`src/rtl/pc_fetch_unit.sv`:
```
// Program counter and fetch stage: selects the next PC, presents the fetched word,
// freezes on the HALT opcode and counts PC updates.
module pc_fetch_unit #(
    parameter logic [31:0] RESET_PC    = 32'h0000_0000,
    parameter logic [5:0]  HALT_OPCODE = 6'b111111
) (
    input  logic        CLK,
    input  logic        Reset,
    input  logic        PCWre,
    input  logic [1:0]  PCSrc,
    input  logic [31:0] Imm32,
    input  logic [25:0] JTarget,
    input  logic [31:0] RegAddr,
    input  logic [31:0] IDataOut,
    output logic [31:0] IAddr,
    output logic [31:0] PC4,
    output logic [31:0] Instr,
    output logic        Halted,
    output logic        AddrErr,
    output logic [31:0] InstCount
);

    typedef enum logic [0:0] {
        RUN  = 1'b0,
        HALT = 1'b1
    } fetchState_t;

    fetchState_t state_r;
    fetchState_t stateNext_s;
    logic [31:0] pc_r;
    logic [31:0] pcNext_s;
    logic [31:0] selPc_s;
    logic [31:0] instCount_r;
    logic [31:0] instCountNext_s;
    logic        halted_r;
    logic        haltedNext_s;
    logic        isHalt_s;

    assign PC4       = pc_r + 32'd4;
    assign IAddr     = pc_r;
    assign Instr     = IDataOut;
    assign Halted    = halted_r;
    assign InstCount = instCount_r;
    assign AddrErr   = (PCSrc == 2'b11) && (RegAddr[1:0] != 2'b00);
    assign isHalt_s  = (IDataOut[31:26] == HALT_OPCODE);

    // Next-PC source mux; jump-register target is always forced word-aligned
    always_comb begin
        selPc_s = PC4;
        case (PCSrc)
            2'b00:   selPc_s = PC4;
            2'b01:   selPc_s = PC4 + {Imm32[29:0], 2'b00};
            2'b10:   selPc_s = {PC4[31:28], JTarget, 2'b00};
            2'b11:   selPc_s = {RegAddr[31:2], 2'b00};
            default: selPc_s = PC4;
        endcase
    end

    // Run/halt next-state logic; HALT outranks every PCSrc and is sticky until reset
    always_comb begin
        stateNext_s     = state_r;
        pcNext_s        = pc_r;
        instCountNext_s = instCount_r;
        haltedNext_s    = halted_r;
        case (state_r)
            RUN: begin
                if (PCWre) begin
                    if (isHalt_s) begin
                        stateNext_s  = HALT;
                        haltedNext_s = 1'b1;
                    end else begin
                        pcNext_s        = selPc_s;
                        instCountNext_s = instCount_r + 32'd1;
                    end
                end else begin
                    stateNext_s = RUN;
                end
            end
            HALT: begin
                stateNext_s  = HALT;
                haltedNext_s = 1'b1;
            end
            default: begin
                stateNext_s  = HALT;
                haltedNext_s = 1'b1;
            end
        endcase
    end

    // State, PC, retire counter and halt flag registers
    always_ff @(posedge CLK or negedge Reset) begin
        if (!Reset) begin
            state_r     <= RUN;
            pc_r        <= RESET_PC;
            instCount_r <= 32'd0;
            halted_r    <= 1'b0;
        end else begin
            state_r     <= stateNext_s;
            pc_r        <= pcNext_s;
            instCount_r <= instCountNext_s;
            halted_r    <= haltedNext_s;
        end
    end

endmodule
```
`config.mk`:
```
export PLATFORM = sky130hd
export DESIGN_NAME = pc_fetch_unit
export DESIGN_NICKNAME = d
export VERILOG_FILES = /design/src/rtl/pc_fetch_unit.sv
export SDC_FILE = /design/constraint.sdc
export NUM_CORES = 1
export LEC_CHECK = 0
export ABC_CLOCK_PERIOD_IN_PS = 3300
export CAP_MARGIN = 10
export CORE_ASPECT_RATIO = 0.5
export CORE_MARGIN = 2
export CORE_UTILIZATION = 30
export CTS_BUF_LIST = sky130_fd_sc_hd__clkbuf_4 sky130_fd_sc_hd__clkbuf_8
export DETAILED_ROUTE_END_ITERATION = 16
export GPL_TIMING_DRIVEN = 0
export SYNTH_ARGS = -nofsm -noshare
export SYNTH_HDL_FRONTEND = slang
export SYNTH_SLANG_ARGS = --single-unit
```
`constraint.sdc`:
```
create_clock -name CLK -period 3.3 [get_ports CLK]
set_input_delay 0.495 -clock CLK [delete_from_list [all_inputs] [get_ports CLK]]
set_output_delay 0.495 -clock CLK [all_outputs]
set_load 0.01 [all_outputs]
```
# [Word-level counts from Yosys, hierarchy flattened]
# Index checks and enable logic that the tools add are counted.
# Widths: inputs -> output; s select.
[op_classes] reduce_logical=5 eq_ne=6 add_sub_neg=3 mux=7 bitwise=2
[op_table] op="$pmux 32 s4" n=1
[op_table] op="$add 32x1->32 const B" n=1
[op_table] op="$add 32x3->32 const B" n=1
[op_table] op="$add 32x32->32" n=1
[op_table] op="$eq 6x6->1 const B" n=1
[op_table] op="$eq 2x2->1 const B" n=2
[op_table] op="$mux 1" n=4
[op_table] op="$ne 2x2->1 const B" n=2
[op_table] op="$pmux 1 s2" n=2
[op_table] op="$reduce_and 3->1" n=1
[op_table] op="$eq 2x1->1 const B" n=1
[op_table] op="$logic_not 2->1" n=1
[op_table] op="$not 1->1" n=2
[op_table] op="$reduce_and 2->1" n=1
[op_table] op="$reduce_bool 2->1" n=1
[op_table] op="$logic_and 1x1->1" n=1
[totals] inputBits=127 wordCells=27 out_inout_bits=130 register_bits=66

# [Logic depth before layout (Yosys ltp)]
[logic_depth] word_depth=4 mapped_depth=16 mapped_depth_nobuf=14

# [Least setup slack after synthesis]
# No wires, ideal clock.
[synth_path] kind="flip-flop to flip-flop" start="register pc_r[5], in the netlist IAddr[5]" end="register pc_r[22], in the netlist IAddr[22]" required_ps=3175 path_slack_ps=-488 t_arrival_ps=3663 n_path_buf=2 path_stages_with_launch=16 synth_period_minus_slack_ps=3788 setup_time_ps=125 cell_sequence="dfrtp_1 > and4_1 > and3_1 > buf_2 > nand2_1 > xnor2_1 > ha_1 > clkbuf_1 > nand3_1 > or4_1 > a211o_1 > o21ai_1 > nor2_1 > xnor2_1 > mux4_2 > mux2_2"
[synth_between] elab_chain_cells=3
[synth_lines] element="start, declared" line_no="30" rtl="logic [31:0] pc_r;"
[synth_lines] element="start signal, assigned" line_no="99" rtl="pc_r <= pcNext_s;"
[synth_lines] element="$add 32x3->32" line_no="39" rtl="assign PC4 = pc_r + 32'd4;"
[synth_lines] element="net PC4[13]" line_no="16" rtl="output logic [31:0] PC4,"
[synth_lines] element="$add 32x32->32" line_no="52" rtl="2'b01: selPc_s = PC4 + {Imm32[29:0], 2'b00};"
[synth_lines] element="$pmux 32 s4" line_no="50" rtl="case (PCSrc)"
# The timed path passes the listed nets, and every way through them passes these cells.
# A chain may end at the register's enable or synchronous reset.

# [Worst setup path in the final report]
[layout_path] start="register pc_r[5], in the netlist IAddr[5]" end="register pc_r[22], in the netlist IAddr[22]"
[layout_between] elab_chain_cells=3
[layout_lines] element="$add 32x3->32 (*)" line_no="39"
[layout_lines] element="$add 32x32->32" line_no="52"
[layout_lines] element="$pmux 32 s4 (*)" line_no="50"
# Every way passes the cells marked *; elsewhere a longest branch is shown, timed or not.

==> reports/metrics.cfg <==
[synth]
synth_cell_types = 73
synth.area.top_cells = dfrtp_1 27%, xnor2_1 8.1%, ha_1 7.6%
synth_common_cells = 86 x nand2_1, 64 x dfrtp_1, 55 x xnor2_1
synthArstFlopShare_pct = 100
synth_edf_count = 0
ys_seq_elements = 64
synthCells = 670
ys_warn_count = 0
synth_top_area_cell = dfrtp_1
synth_area_sq_um = 5930
avgSynthCellArea_sq_um = 8.84
yosysMostFrequentCell = nand2_1
synth_top_area_share_pct = 27.0
synthFlopType = dfrtp_1
synth_seq_area_share_pct = 27.0

[run_status]
violations = negative setup slack
status = finished, violations left

[layout]
antenna_cells = 0
fin_cells = 1246
final_core_util_pct = 51.8
drive_gt1_share_pct = 29.2
final_area_sq_um = 10100
fin_nets = 1139
area_growth_pct = 69.7

[sta]
hold_viol = 0
setup_ws_ns = -0.399
post-route-period-util_pct = 112
finalSetupViolations = 12
finalClockSkew_ns = 0.0139
rsz0062_at_grt = true
finalCriticalPeriod_ns = 3.70
worstMarginPinSlew_ns = 0.941
setup_tns_ns = -1.87
final_max_slew_viol_count = 0
slew-limit-headroom_pct = 37.3
max_freq_mhz = 270

[placed_design]
dpl.hpwl_microns = 17200
place.gp.congestion = 0.866
placed_cell_area_sq_um = 8590
io_buffer_count = 223
dp_cells = 1162

[floorplanning]
dieHeight_microns = 103
start_util_pct = 30.5
io_pins = 257
die-area_sq_um = 21000
die_w_microns = 203
core_sq_um = 19400
rows = 36

[worst_setup_path]
slowest_delay_ns = 0.56
cpMaxStageDelayCell = or4_1
crit_type = flip-flop to flip-flop
cp-start-kind = flip-flop
critPathMaxFanout = 7
crit_required_ns = 3.56
endpoint_kind = flip-flop
cp_data_arrival_time_ns = 3.95
cp_cell_sequence = and4_4 -> and3_4 -> and4_4 -> xor2_4 -> ha_4 -> nand4_1 -> or4_1 -> a211o_1 -> o21ai_2 -> nor2_2 -> xnor2_1 -> mux4_2 -> mux2_4
crit_top_cell = and4_4

[global_routing]
grt_start_max_net_pins = 65
grt.overflow.total = 0
antenna_found_initial = 0
grt_first_pass_wirelength_microns = 34000
grt.total_usage_pct = 21.3
first_global_vias = 6050

[routing]
detail_route.wl_per_cell_microns = 18.9
num_vias = 6436
ant_nets = 0
vias_per_cell = 5.17
drt_wl_total_microns = 23600
drt_iter0_markers = 366
route.detailed.drc = 0
dr.pass1.iters = 5

[flow_run]
maxCapViolCount = 0

[power]
peakVddDrop_mv = 0.161
power_leakage_nw = 4.37
finalPower_mw = 1.93
pwr_density_cell_nw_per_um2 = 192

[clock_network]
cts_made_buffers = 9
cts-root-buf = clkbuf_8
clk_pin_slew_worst_paths_ns = 0.09
insertion_delay_ns = 0.37
h-tree-depth = 3
cts_tree = built
hold_buffers = 0
cts_buffer_depth = 2
cts_sinks = 64

[min_path]
hold_path_class = input pin to async pin

[sequential cells by signal, summed over array words and instances, names as in the netlist]
signal / flops
Halted: 1
state_r: 1
InstCount: 32
IAddr: 30
[stage by stage]
step / setup WS (ns) / hold WS (ns)
after floorplan: -0.341 / 0.199
after global placement: -1.04 / 0.462
after detailed placement: -1.00 / 0.462
after CTS: -0.470 / 0.276
after global routing: -0.485 / 0.311
final: -0.399 / 0.245
[cell type report]
cell class / count / area, sq um
fill: 1743 / 9360
multi-input combinational: 536 / 4700
timing repair buffer: 295 / 2790
sequential: 64 / 1620
buffer: 56 / 365
tap: 266 / 333
clock buffer: 12 / 159
inverter: 13 / 48.8
clock inverter: 4 / 28.8
[report_power, final]
part | leakage (nW) | switching, mW | internal, mW
logic | 3.43 | 0.198 | 0.270
registers | 0.850 | 0 | 0.783
clock network | 0.0920 | 0.359 | 0.322
total | 4.37 | 0.557 | 1.38
[worst max-delay path, delay by kind of cell (launching register included)]
kind,cells,cell delay [ns]
adders and majority gates,1,0.19
DFF,1,0.40
muxes,2,0.72
AOI/OAI and AO/OA,2,0.38
xor gates and xnor gates,2,0.34
and+or+nand+nor,6,1.55
[path summary, 6_finish.rpt]
kind | start | end | slack, ns | cells after the start
min in group CLK | InstCount[31] | InstCount[31] | 0.47 | 1
max | IAddr[5] | IAddr[22] | -0.40 | 13
max reg2reg | IAddr[5] | IAddr[22] | -0.40 | 13
min | Reset | IAddr[8] | 0.25 | 1
min reg2reg | InstCount[31] | InstCount[31] | 0.47 | 1
max in group asynchronous | Reset | IAddr[18] | 2.40 | 1
[cell families (layout without fill, tap and decap cells)]
| logic type | Yosys count | count (layout) | synth area share (%) |
|---|---|---|---|
| AND/OR/NAND/NOR | 236 | 236 | 19.8 |
| flip-flops | 64 | 64 | 27.0 |
| other | 1 | 4 | 0.0633 |
| adder cells (fa/ha/maj) | 37 | 37 | 7.94 |
| buffers and inverters | 73 | 380 | 6.99 |
| XOR/XNOR | 77 | 77 | 11.4 |
| multiplexers | 42 | 42 | 10.5 |
| AO/OA/AOI/OAI | 140 | 140 | 16.4 |
[placed cells by master, fill, tap and decap left out, types with 9 or more instances in the layout]
cell type	synthesis	routed
buf_4	36	106
and3_1	20	14
clkdlybuf4s50_1	0	221
a21oi_1	47	39
mux2i_1	15	15
ha_1	36	18
dfrtp_1	64	47
clkbuf_8	0	11
dfrtp_2	0	17
clkbuf_1	15	12
o21ai_0	13	9
a21o_1	11	10
ha_4	0	15
xor2_1	22	17
nand4_1	12	12
xnor2_2	0	12
xnor2_1	55	40
o21ai_1	10	10
nand2_1	86	77
mux4_2	14	14
nand3_1	34	28
inv_1	12	12
nor2_1	38	31
[per-layer routing]
metal / share of wire, % / up-vias / global-route usage (%)
li1: - / 3015 / -
met1: 43 / 3118 / 28.3
met2: 49 / 256 / 36.6
met3: 5.6 / 47 / 3.45
met4: 2.1 / 0 / 5.45
met5: 0 / - / 0
[repair_timing]
action / in CTS / in global routing
pin swaps: 38 / 34
resized for setup: 80 / 73
setup buffers: 37 / 37
setup endpoints to repair: 28 / 19
Power figures use the tool's default switching activity.
